[config.mk]
export PLATFORM = sky130hd
export DESIGN_NAME = uart_tx_fifo
export DESIGN_NICKNAME = d
export VERILOG_FILES = /design/src/rtl/uart_tx_fifo_pkg.sv /design/src/rtl/uart_fifo_sync.sv /design/src/rtl/uart_tx_fifo.sv
export SDC_FILE = /design/constraint.sdc
export NUM_CORES = 1
export LEC_CHECK = 0
export CELL_PAD_IN_SITES_DETAIL_PLACEMENT = 1
export CELL_PAD_IN_SITES_GLOBAL_PLACEMENT = 1
export CORE_AREA = 2 2 150 152
export CTS_BUF_LIST = sky130_fd_sc_hd__clkbuf_8
export DETAILED_ROUTE_END_ITERATION = 8
export DIE_AREA = 0 0 152 154
export PLACE_DENSITY_LB_ADDON = 0.1
export SLEW_MARGIN = 20
export SYNTH_ARGS = -nofsm -noshare
export SYNTH_HDL_FRONTEND = slang
export SYNTH_SLANG_ARGS = --single-unit
export TNS_END_PERCENT = 100
[constraint.sdc]
create_clock -name clk -period 2.95 [get_ports clk]
set_input_delay 0.4425 -clock clk [delete_from_list [all_inputs] [get_ports clk]]
set_output_delay 0.4425 -clock clk [all_outputs]
set_load 0.1 [all_outputs]
[src/rtl/uart_tx_fifo_pkg.sv]
// Shared constants and state encoding for the UART transmit buffer/sequencer.
package uart_tx_fifo_pkg;

  localparam int BYTE_W           = 8;
  localparam int TIMER_W          = 16;
  localparam int DEF_GAP_CYC      = 20;
  localparam int DEF_BUSY_TIMEOUT = 15;

  typedef enum logic [2:0] {
    ST_IDLE      = 3'd0,
    ST_SEND      = 3'd1,
    ST_WAIT_BUSY = 3'd2,
    ST_WAIT_DONE = 3'd3,
    ST_GAP       = 3'd4
  } tx_state_t;

endpackage

[src/rtl/uart_fifo_sync.sv]
// Byte FIFO: array storage, wrapping pointers, a separate level counter and
// registered full/empty/overflow flags.
module uart_fifo_sync
  import uart_tx_fifo_pkg::*;
#(
  parameter int DEPTH = 16,
  parameter int AW    = 4
) (
  input  logic              clk,
  input  logic              rst_n,
  input  logic              wr_en,
  input  logic [BYTE_W-1:0] wr_data,
  input  logic              rd_en,
  output logic [BYTE_W-1:0] rd_data,
  output logic              full,
  output logic              empty,
  output logic [AW:0]       level,
  output logic              overflow
);

  localparam logic [AW:0] FULL_LVL = (AW+1)'(DEPTH);

  logic [BYTE_W-1:0] mem [DEPTH];
  logic [AW-1:0]     wr_ptr_reg;
  logic [AW-1:0]     rd_ptr_reg;
  logic [AW:0]       level_reg;
  logic [AW:0]       level_next;
  logic              full_reg;
  logic              empty_reg;
  logic              overflow_reg;
  logic [BYTE_W-1:0] rd_data_reg;
  logic              do_wr;
  logic              do_rd;

  // A write into a full FIFO is dropped even if a read frees a slot this cycle.
  assign do_wr = wr_en && !full_reg;
  assign do_rd = rd_en && !empty_reg;

  always_comb begin
    level_next = level_reg;
    if (do_wr && !do_rd)
      level_next = level_reg + 1'b1;
    else if (!do_wr && do_rd)
      level_next = level_reg - 1'b1;
  end

  always_ff @(posedge clk) begin
    if (do_wr)
      mem[wr_ptr_reg] <= wr_data;
  end

  always_ff @(posedge clk or negedge rst_n) begin
    if (!rst_n) begin
      wr_ptr_reg   <= '0;
      rd_ptr_reg   <= '0;
      level_reg    <= '0;
      full_reg     <= 1'b0;
      empty_reg    <= 1'b1;
      overflow_reg <= 1'b0;
      rd_data_reg  <= '0;
    end else begin
      if (do_wr)
        wr_ptr_reg <= wr_ptr_reg + 1'b1;
      if (do_rd) begin
        rd_ptr_reg  <= rd_ptr_reg + 1'b1;
        rd_data_reg <= mem[rd_ptr_reg];
      end
      level_reg    <= level_next;
      full_reg     <= (level_next == FULL_LVL);
      empty_reg    <= (level_next == '0);
      overflow_reg <= wr_en && full_reg;
    end
  end

  assign rd_data  = rd_data_reg;
  assign full     = full_reg;
  assign empty    = empty_reg;
  assign level    = level_reg;
  assign overflow = overflow_reg;

endmodule

[src/rtl/uart_tx_fifo.sv]
// Buffers bytes and hands them to the UART transmitter one at a time, with a
// send pulse, busy-flag tracking, busy timeout and a stop-bit guard gap.
module uart_tx_fifo
  import uart_tx_fifo_pkg::*;
#(
  parameter int DEPTH        = 16,
  parameter int AW           = 4,
  parameter int GAP_CYC      = DEF_GAP_CYC,
  parameter int BUSY_TIMEOUT = DEF_BUSY_TIMEOUT
) (
  input  logic              clk,
  input  logic              rst_n,
  input  logic              wr_en,
  input  logic [BYTE_W-1:0] wr_data,
  output logic              full,
  output logic              empty,
  output logic [AW:0]       level,
  output logic              overflow,
  output logic [BYTE_W-1:0] uart_data,
  output logic              uart_send_en,
  input  logic              tx_flag,
  output logic              busy,
  output logic              timeout_err,
  input  logic              clr_err
);

  localparam logic [TIMER_W-1:0] BUSY_LAST = TIMER_W'(BUSY_TIMEOUT - 1);
  localparam logic [TIMER_W-1:0] GAP_LOAD  = TIMER_W'(GAP_CYC - 1);

  tx_state_t          state_reg;
  logic [TIMER_W-1:0] timer_reg;
  logic               send_en_reg;
  logic               timeout_err_reg;
  logic               rd_en;

  // uart_data is the FIFO's read register: it only changes on a pop, so it
  // stays put for the whole frame the transmitter may be capturing.
  uart_fifo_sync #(
    .DEPTH (DEPTH),
    .AW    (AW)
  ) u_fifo (
    .clk      (clk),
    .rst_n    (rst_n),
    .wr_en    (wr_en),
    .wr_data  (wr_data),
    .rd_en    (rd_en),
    .rd_data  (uart_data),
    .full     (full),
    .empty    (empty),
    .level    (level),
    .overflow (overflow)
  );

  assign rd_en = (state_reg == ST_IDLE) && !empty;

  always_ff @(posedge clk or negedge rst_n) begin
    if (!rst_n) begin
      state_reg       <= ST_IDLE;
      timer_reg       <= '0;
      send_en_reg     <= 1'b0;
      timeout_err_reg <= 1'b0;
    end else begin
      send_en_reg <= 1'b0;
      // A timeout raised below in the same cycle overrides this clear.
      if (clr_err)
        timeout_err_reg <= 1'b0;
      case (state_reg)
        ST_IDLE: begin
          if (!empty) begin
            send_en_reg <= 1'b1;
            state_reg   <= ST_SEND;
          end
        end
        ST_SEND: begin
          timer_reg <= '0;
          state_reg <= ST_WAIT_BUSY;
        end
        ST_WAIT_BUSY: begin
          if (tx_flag) begin
            state_reg <= ST_WAIT_DONE;
          end else if (timer_reg == BUSY_LAST) begin
            // Byte is abandoned; still guard the line before the next one.
            timeout_err_reg <= 1'b1;
            timer_reg       <= GAP_LOAD;
            state_reg       <= ST_GAP;
          end else begin
            timer_reg <= timer_reg + 1'b1;
          end
        end
        ST_WAIT_DONE: begin
          if (!tx_flag) begin
            timer_reg <= GAP_LOAD;
            state_reg <= ST_GAP;
          end
        end
        ST_GAP: begin
          if (timer_reg == '0)
            state_reg <= ST_IDLE;
          else
            timer_reg <= timer_reg - 1'b1;
        end
        default: state_reg <= ST_IDLE;
      endcase
    end
  end

  assign uart_send_en = send_en_reg;
  assign timeout_err  = timeout_err_reg;
  assign busy         = (state_reg != ST_IDLE);

endmodule

==> metrics list <==
- Post-synthesis cell type count: 65
* Combinational family with the most area after synthesis: multiplexers
* # resized after CTS: 0
* Buffer count from post-CTS setup fixing: 0
- Die Footprint: 23400 sq um
- Detailed routing inserted a total of 4513 vias.
* Multiplexer share of the synthesized area: 0.137
- After synthesis, the cell types taking the most area are sky130_fd_sc_hd__edfxtp_1 (50%), sky130_fd_sc_hd__dfrtp_1 (14%), sky130_fd_sc_hd__mux4_2 (9.4%).
* Result of the run: finished, final reports clean
* Horizontal die dimension: approximately 150 microns
- Sinks on the clock net: 173
* Crit path from: timer_reg[0]$_DFFE_PN0P_
- Fraction of final layout cells with drive strength greater than 1: 0.251
* Worst setup margin: between 300 and 400 ps
* Number of iterations in the first detailed-routing pass: 4
* Critical path class: reg -> reg
- Post-route standard cell area excluding fillers: 8780 sq um
- For this run, asynchronously set or reset flops after synthesis account for 0.260.
- Final hold slack: between 8 and 9 ps
- Dividing total power by cell area gives a power density of 1040 nW/um^2.
* Period utilization: 0.895
* Total CTS buffers: 17
- Portion of synthesized cell area occupied by the leading cell type: 0.501
- The clock tree synthesis step divided the H-tree into 4 levels.
- The Yosys step of the flow raised 0 warnings.
- On the final layout, the worst clock skew is 14.8 ps.
* Row count: between 50 and 60
* Max FFs per register: 128
- After layout, the design draws a total of approximately 9 mW.
- After detailed routing, the average wire length per cell comes to 22.2 microns.
- Setup violations remaining at the end of the flow were counted as 0.
- Clock period minus final worst setup slack: 2640 ps
- Required time reported for the critical path endpoint: approximately 3300 ps
- Along the worst path, the maximum fanout reaches 7.
- HPWL after detailed placement: about 12000 microns
- Endpoint type of the worst setup path: register
* Nets: between 500 and 600
- Most repeated cell in the gate-level netlist after synthesis: sky130_fd_sc_hd__edfxtp_1
- Final-layout fill cell count: 2165
- Of the total power, the share spent switching nets is 0.429.
- For this design, the slowest cell found on the critical path is sky130_fd_sc_hd__dfrtp_1.
* VDD IR-drop max: 378 uV
- Pin count of the biggest net entering global routing: 36
- The largest total area in the synthesized netlist belongs to sky130_fd_sc_hd__edfxtp_1.
* Antenna Cells: 0
- For the pin with the worst max-slew slack, the measured transition is about 810 ps.
* Area of the core region: 21700 sq um
* Remaining global-route overflow: 0
- In this design, the stage delay of the slowest critical-path cell is 460 ps.
* Type of the worst min-delay path: in -> async
- Synth Area in XOR/XNOR: 0.0137
- The number of global-route vias before repair was roughly 4900.
* CTS tree: yes
* Simple-gate share of the synthesized area: 0.0942
* Initial antenna violation count: 0
* Y dimension of the die: 154 microns
- Synth Instances: between 400 and 500
- The analysis attributes to net switching a power of 3.91 mW.
* Kind of start point of the critical path: register
- Starting utilization of the core area: 0.354
* Antenna-violating nets left: 0
- Among cell families on the critical path, the largest total delay comes from simple AND/OR/NAND/NOR gates.
- The post-synthesis compound-gate area fraction is 0.0673.
- Internal power comes to approximately 5.2 mW.
* P&R area growth vs syn: 14.3%
- Of the total power, the clock network draws 0.182.
- Relative contribution of combinational cells to total power: 0.430
- Number of buffers inserted by port buffering: 31
* RSZ-0062 raised after global routing: no
- First DRT Iteration DRCs: 284
- Leading post-synthesis cells by instance count: sky130_fd_sc_hd__edfxtp_1 (128), sky130_fd_sc_hd__dfrtp_1 (44), sky130_fd_sc_hd__mux4_2 (32)
* Via density per instance: around 5.4
- Number of synthesized register bits: 173
- Measured against its own limit, the worst slew margin works out to 0.456.
* Register area share after synthesis: 0.648
- Ports: 32
- Clock latency on the worst-skew pair, taken at its later pin, is 460 ps.
- Including well taps, the total number of placed cells is 798.
- The number of hold-slack violations in the final timing report was 0.
* Routability congestion estimate: 0.816
- Launching point of the worst reg2reg path: timer_reg[0]$_DFFE_PN0P_
* Clock-pin slew reported for the worst setup and hold paths after clock tree synthesis: 100 ps
- The share of total power dissipated in sequential elements is 0.388.
- Series of cell instances along the critical path: inv_1, ha_1, nor4b_4, nand4_1, a21boi_2, nor2_1, a221oi_1, a22oi_1
* Adder-cell share of the synthesized area: 0.0163
- Number of enable-type register cells in the synthesized netlist: 128
- Total placed instance area: 8370 sq um
* Number of max-cap violations: 0
- The total count of max-transition violations in the final report is 0.
- Wires add up to about 18000 microns.
- At the worst endpoint, the arrival time is about 3000 ps.
- The longest clock path from root to sink contains 2 buffers.
- Worst Setup Slack post-DPL: 339 ps
- Average cell area after synthesis: 15.8 sq um
* Post-Synthesis Net Count: between 500 and 600
- CTS root buf: sky130_fd_sc_hd__clkbuf_8
- Static Leak: 3.05 nW
- Most used flip-flop cell after synthesis: sky130_fd_sc_hd__edfxtp_1
- Hold bufs inserted after CTS: 0
* Global-route usage over all layers: 0.165
* Peak Freq: 0.379 GHz
- Buffer and inverter count on the worst path: 1
- After detailed routing, the number of remaining DRC violations is 0.
* Global-route wire length before repair: ~29000 microns
* Final core utilization: 0.405
- Post-synthesis instance area: ~7700 sq um
* Cell Count, Final, Fillers Out: slightly above 800
- Summed negative setup slack over all endpoints: 0 ps
layer usage:
metal	track usage	wire length, microns	up-vias
met5	0	0	-
met4	0.0516	240	0
met3	0.0285	619	16
met2	0.265	9020	78
met1	0.230	8510	2389
li1	-	-	2030
layout make-up:
type,instances,area (sq um),area share
clock inverters,15,169,0.0192
repair buffers,60,488,0.0556
inverters,10,37.5,0.00428
flip-flops and latches,173,4970,0.567
clock buffers,17,234,0.0267
well taps,280,350,0.0399
multi-input cells,275,2520,0.288
cells by family after synthesis:
logic type / after synthesis
fa+ha+maj: 10
flops: 173
simple gates: 125
compound gates: 78
buf+inv: 37
xor+xnor: 12
mux: 50
cells in the final DEF, fill, tap and decap left out, types with 4 or more instances in the layout:
cell type                         count
sky130_fd_sc_hd__o31ai_1              5
sky130_fd_sc_hd__inv_8                5
sky130_fd_sc_hd__clkbuf_8            17
sky130_fd_sc_hd__a31oi_1              6
sky130_fd_sc_hd__clkinv_8             4
sky130_fd_sc_hd__a21oi_1             17
sky130_fd_sc_hd__nor3_1              11
sky130_fd_sc_hd__o22ai_1              4
sky130_fd_sc_hd__mux4_2              32
sky130_fd_sc_hd__nand4_1             10
sky130_fd_sc_hd__dfrtp_1             43
sky130_fd_sc_hd__nor2_1              30
sky130_fd_sc_hd__edfxtp_1           128
sky130_fd_sc_hd__and3_1               4
sky130_fd_sc_hd__mux4_1               8
sky130_fd_sc_hd__inv_1               10
sky130_fd_sc_hd__nor4_1               8
sky130_fd_sc_hd__xnor2_1             11
sky130_fd_sc_hd__buf_4               47
sky130_fd_sc_hd__o21ai_0             16
sky130_fd_sc_hd__clkdlybuf4s50_1     11
sky130_fd_sc_hd__ha_1                10
sky130_fd_sc_hd__mux2_2               7
sky130_fd_sc_hd__nand2_1             22
sky130_fd_sc_hd__nand3_1              8
sky130_fd_sc_hd__nand2b_1             5
worst paths after layout:
path | endpoint | slack [ps] | depth (start not counted)
worst min-delay path | u_fifo.rd_data[1]$_DFFE_PN0P_ | 9 | 1
min in group clk | u_fifo.rd_data[2]$_DFFE_PN0P_ | 520 | 1
max in group asynchronous | u_fifo.empty$_DFF_PN1_ | 2230 | 2
worst max-delay path | timer_reg[13]$_DFFE_PN0P_ | 310 | 8
worst max register to register | timer_reg[13]$_DFFE_PN0P_ | 310 | 8
worst min register to register | u_fifo.rd_data[2]$_DFFE_PN0P_ | 520 | 1
power groups by stage:
| stage | registers (mW) | logic (mW) | clock network [mW] |
|---|---|---|---|
| floorplan | 4.10 | 2.34 | 0 |
| global placement | 3.59 | 3.93 | 0 |
| detailed placement | 3.61 | 3.97 | 0 |
| CTS | 3.55 | 3.98 | 1.72 |
| global route | 3.63 | 4.22 | 1.82 |
| finish | 3.54 | 3.92 | 1.66 |
No activity file was read; power rests on OpenSTA's default activity.
==> patch 1 (same settings) <==
The package constant `BYTE_W` goes from 8 to 6.
--- a/src/rtl/uart_tx_fifo_pkg.sv
+++ b/src/rtl/uart_tx_fifo_pkg.sv
@@ -1,7 +1,7 @@
 // Shared constants and state encoding for the UART transmit buffer/sequencer.
 package uart_tx_fifo_pkg;
 
-  localparam int BYTE_W           = 8;
+  localparam int BYTE_W           = 6;
   localparam int TIMER_W          = 16;
   localparam int DEF_GAP_CYC      = 20;
   localparam int DEF_BUSY_TIMEOUT = 15;
Ports: changed (resized uart_data and wr_data); port bits go from 32 to 28. The function was not compared with the original's and may differ.
==> patch 1 against the original RTL <==
Maximum frequency decreased by 1.9%; power is 14% lower; setup slack worse by 51 ps; design area shrank 14%; synthesized area fell by 16%; sequential cell count down 34; routed wire length decreased by 9.0%; non-clock buffer count grew 6; sequential share of layout area fell by 4.3 points.
==> patch 1: results <==
{
  "worstSkewPairLatency_ps": 440,
  "grt_pass1_wl_um": 26700,
  "synthTopCellsByCount": "96 x edfxtp_1, 44 x nor2_1, 42 x dfrtp_1, 24 x clkbuf_1, 24 x mux4_2",
  "root_buffer": "clkbuf_8",
  "nets": 558,
  "ys_seq_area_share_pct": 61.3,
  "grt_pass1_vias": 4521,
  "dp_hpwl_um": 11400,
  "status": "finished, final reports clean",
  "irDropWorstVdd_mv": 0.393,
  "power_frac_clock_pct": 19.7,
  "drive_gt1_share_pct": 23.1,
  "clk_pin_slew_ps": 100,
  "n_antenna_cell": 0,
  "grt.total_usage_pct": 14.9,
  "cp_max_fo": 10,
  "dp.cells": 797,
  "cpPeakStageDelay_ps": 610,
  "synthXorXnorAreaFrac_pct": 2.03,
  "clock_skew_ps": 16.9,
  "hold_path_class": "register to register",
  "pg_comb_w": 0.00355,
  "clockBufferDepth": 2,
  "synth_area_leaders": "edfxtp_1 45%, dfrtp_1 16%, mux4_2 8.4%, nor2_1 2.6%, mux2i_1 2.2%",
  "drtPass1Iterations": 6,
  "dpl_worst_slack_ps": 285,
  "synth_compound_area_share_pct": 8.68,
  "grt_max_degree": 28,
  "syn_nets": 508,
  "largest_register_ffs": 96,
  "tightest_slew_ps": 770,
  "worstPathArrival_ps": 3040,
  "synthAdderAreaFrac_pct": 1.94,
  "internal_power_w": 0.00435,
  "first_iter_violations": 298,
  "finalWirelength_um": 16700,
  "synthArstFlopShare_pct": 30.9,
  "fill_cells": 2284,
  "viasPerCell": 5.07,
  "avgSynthCellArea_um2": 13.3,
  "wire_per_inst_um": 20.2,
  "p_leak_nw": 2.69,
  "cts_hold_buf": 1,
  "post_dp_cell_area_um2": 7160,
  "ys_types": 50,
  "post-cts-setup-buffers": 0,
  "synth_edf_count": 96,
  "cp_slowest_cell": "or4_4",
  "place.gp.congestion": 0.770,
  "p_switching_w": 0.00352,
  "io_buffers": 27,
  "cts_buffers": 17,
  "synth_mux_area_share_pct": 10.9
}
==> patch 1: cell count changes after synthesis, moves of 9 or more <==
| cell | unedited run | this run |
|---|---|---|
| nor2_1 | 30 | 44 |
| clkbuf_1 | 15 | 24 |
| edfxtp_1 | 128 | 96 |
| mux2i_1 | 0 | 14 |
==> patch 1: path summary, 6_finish.rpt <==
kind	from	to	slack (ps)	cells after the start
setup reg to reg	timer_reg[8]	timer_reg[14]	260	6
hold reg to reg	u_fifo.rd_data[5]	u_fifo.rd_data[5]	500	1
setup / recovery	timer_reg[8]	timer_reg[14]	260	6
hold / removal	u_fifo.rd_data[5]	u_fifo.rd_data[5]	500	1
min in group asynchronous	rst_n	timer_reg[7]	530	2
max in group asynchronous	rst_n	u_fifo.empty	1610	3
==> patch 1: logic make-up (layout without fill, tap and decap cells) <==
group	after synthesis	in the layout
flip-flops	139	139
AO/OA/AOI/OAI	86	86
adder cells (fa/ha/maj)	10	10
buffers and inverters	53	116
AND/OR/NAND/NOR	144	144
XOR/XNOR	15	15
multiplexers	40	40
==> patch 1: final cells by class <==
type	instances	area [µm²]	area share [%]
flip-flops and latches	139	3960	52.3
multi-input cells	295	2260	29.9
repair buffers	66	531	7.01
well taps	280	350	4.63
clock buffers	17	234	3.09
clock inverters	15	160	2.12
inverters	18	67.6	0.893
==> patch 1: layer usage <==
layer / vias up / part of all wire [%] / global-route usage, %
li1: 1953 / - / -
met1: 2178 / 46 / 19.9
met2: 67 / 49 / 25.1
met3: 14 / 3.4 / 2.28
met4: 0 / 1.3 / 4.67
met5: - / 0 / 0
==> patch 1: worst reg2reg max path: cells and delay by family (launching register included) <==
kind | cells | cell delay [ps]
DFF | 1 | 490
AOI/OAI and AO/OA | 3 | 710
buffers and inverters | 1 | 190
and+or+nand+nor | 2 | 1210
==> patch 2 (same flow settings) <==
Made on the original files. Encoding of `tx_state_t`: now one-hot (5 bits for 5 states).
--- a/src/rtl/uart_tx_fifo_pkg.sv
+++ b/src/rtl/uart_tx_fifo_pkg.sv
@@ -6,12 +6,12 @@
   localparam int DEF_GAP_CYC      = 20;
   localparam int DEF_BUSY_TIMEOUT = 15;
 
-  typedef enum logic [2:0] {
-    ST_IDLE      = 3'd0,
-    ST_SEND      = 3'd1,
-    ST_WAIT_BUSY = 3'd2,
-    ST_WAIT_DONE = 3'd3,
-    ST_GAP       = 3'd4
+  typedef enum logic [4:0] {
+    ST_IDLE      = 5'b00001,
+    ST_SEND      = 5'b00010,
+    ST_WAIT_BUSY = 5'b00100,
+    ST_WAIT_DONE = 5'b01000,
+    ST_GAP       = 5'b10000
   } tx_state_t;
 
 endpackage
Check against the original RTL: same outputs for any inputs over 10 cycles, from zero or initial values and one cycle with rst_n low; not proved beyond that.
==> patch 2 against the original RTL <==
Final cell count up 2.4%; routed wire length up 0.89%; sequential cell count up 2; count of clock-buffer cells in the layout up 1; setup slack better by 65 ps; die area unchanged; design area up 1.7%; clock power up 8%; global-route usage up 0.19 points; power down 1.6%; sequential share of layout area down 0.37 points; synthesized area up 0.91%; largest cell class unchanged; highest routed layer unchanged.
==> patch 2: results <==
{
  "clk_pin_slew_ps": 110,
  "p_leak_nw": 3.14,
  "routed-via-count": 4567,
  "cp_slowest_cell": "dfrtp_1",
  "clock_skew_ps": 13.8,
  "r2r_slack_ps": 380,
  "hold_path_class": "input port to asynchronous set/reset pin",
  "finalWirelength_um": 18600,
  "first_iter_violations": 308,
  "root_buffer": "clkbuf_8",
  "synth_area_leaders": "edfxtp_1 50%, dfrtp_1 15%, mux4_2 12%, nor2_1 1.7%, ha_1 1.6%",
  "grt.total_usage_pct": 16.7,
  "fill_cells": 2177,
  "synthTopCellsByCount": "128 x edfxtp_1, 45 x dfrtp_1, 40 x mux4_2, 35 x nor2_1, 21 x clkbuf_1",
  "ys.flop_type": "edfxtp_1",
  "grt_max_degree": 36,
  "grt_pass1_vias": 4955,
  "synthArstFlopShare_pct": 26.9,
  "n_antenna_cell": 0,
  "status": "finished, final reports clean",
  "io_buffers": 31,
  "dp_hpwl_um": 12300,
  "largest_register_ffs": 128,
  "yosys_warnings": 0,
  "irDropWorstVdd_mv": 0.712,
  "drive_gt1_share_pct": 26.0,
  "cp_max_fo": 6,
  "worstPathArrival_ps": 2940,
  "worstSkewPairLatency_ps": 460,
  "cts.htree.levels": 4,
  "syn_nets": 528,
  "grt_pass1_wl_um": 29300,
  "tightest_slew_ps": 892,
  "regToRegStartpoint": "timer_reg[0]",
  "drtPass1Iterations": 7,
  "cts_buffers": 17,
  "synth_edf_count": 128,
  "ys_seq_area_share_pct": 64.8,
  "clockBufferDepth": 2,
  "nets": 580,
  "reg2reg_depth": 8,
  "ys_types": 64,
  "hold_ws_ps": 77.8,
  "cpPeakStageDelay_ps": 440,
  "grt_antenna_before_repair": 0,
  "crit_start": "timer_reg[0]",
  "place.gp.congestion": 0.760
}
## patch 2: cell types whose count changed in the layout (fill, tap and decap cells not counted), moves of 6 or more
cell,unedited run,this run
mux4_2,32,40
mux4_1,8,0
nor3_1,11,20
a21oi_1,17,9
a22o_1,0,6
## patch 2: cells by family (layout without fill, tap and decap cells)
logic type                 count (synthesis)  count (layout)  share of synthesized area, %
xor gates and xnor gates                  17              17                          1.92
and+or+nand+nor                          135             135                          9.34
adders and majority gates                 10              10                          1.62
DFF                                      175             175                          64.8
AOI/OAI and AO/OA                         74              74                          6.85
muxes                                     50              50                          13.1
buffers and inverters                     44             109                          2.36
## patch 2: where the power goes
group / internal [W] / total, W / switching [W]
logic: 0.00142 / 0.00373 / 0.00231
registers: 0.00306 / 0.00344 / 0.000379
clock network: 0.000827 / 0.00180 / 0.000975
total: 0.00532 / 0.00898 / 0.00366
## patch 2: area by class of cell
cell class	count	share of cell area, %
clock buffer	18	2.78
clock inverter	14	2.13
inverter	12	0.505
multi-input combinational	286	28.5
sequential	175	56.3
tap	280	3.93
timing repair buffer	65	5.89
## patch 2: final timing paths
path | to
setup / recovery | timer_reg[7]
hold / removal | u_fifo.rd_data[3]
setup reg to reg | timer_reg[7]
hold reg to reg | timeout_err
max in group asynchronous | timer_reg[6]
min in group clk | timeout_err
## patch 2: layer usage
metal  global-route usage, %  part of all wire, %  up-vias
li1                        -                    -     2079
met3                    3.30                  3.1       18
met1                    23.7                   48     2408
met2                    25.7                   48       62
met4                    5.74                  1.4        0
met5                       0                    0        -
## patch 2: critical path: cells and delay by family (launching register included)
| kind | cells | cell delay, ps |
|---|---|---|
| buffers and inverters | 1 | 140 |
| adder cells (fa/ha/maj) | 1 | 230 |
| AO/OA/AOI/OAI | 3 | 800 |
| AND/OR/NAND/NOR | 3 | 870 |
| flip-flops | 1 | 440 |
## patch 2: per-stage QoR
stage	std cells	instance area, µm²	power, W	setup slack, ps
global placement	818	8480	0.00724	365
floorplan	505	7740	0.00624	224
finish	850	8920	0.00898	376
global route	850	8920	0.00950	189
detailed placement	818	8480	0.00730	244
CTS	850	8920	0.00913	205
## patch 2: timing repair
item / in CTS / in global routing
setup endpoints to repair: 0 / 1
buffers inserted: 0 / 0
resized for setup: 0 / 1
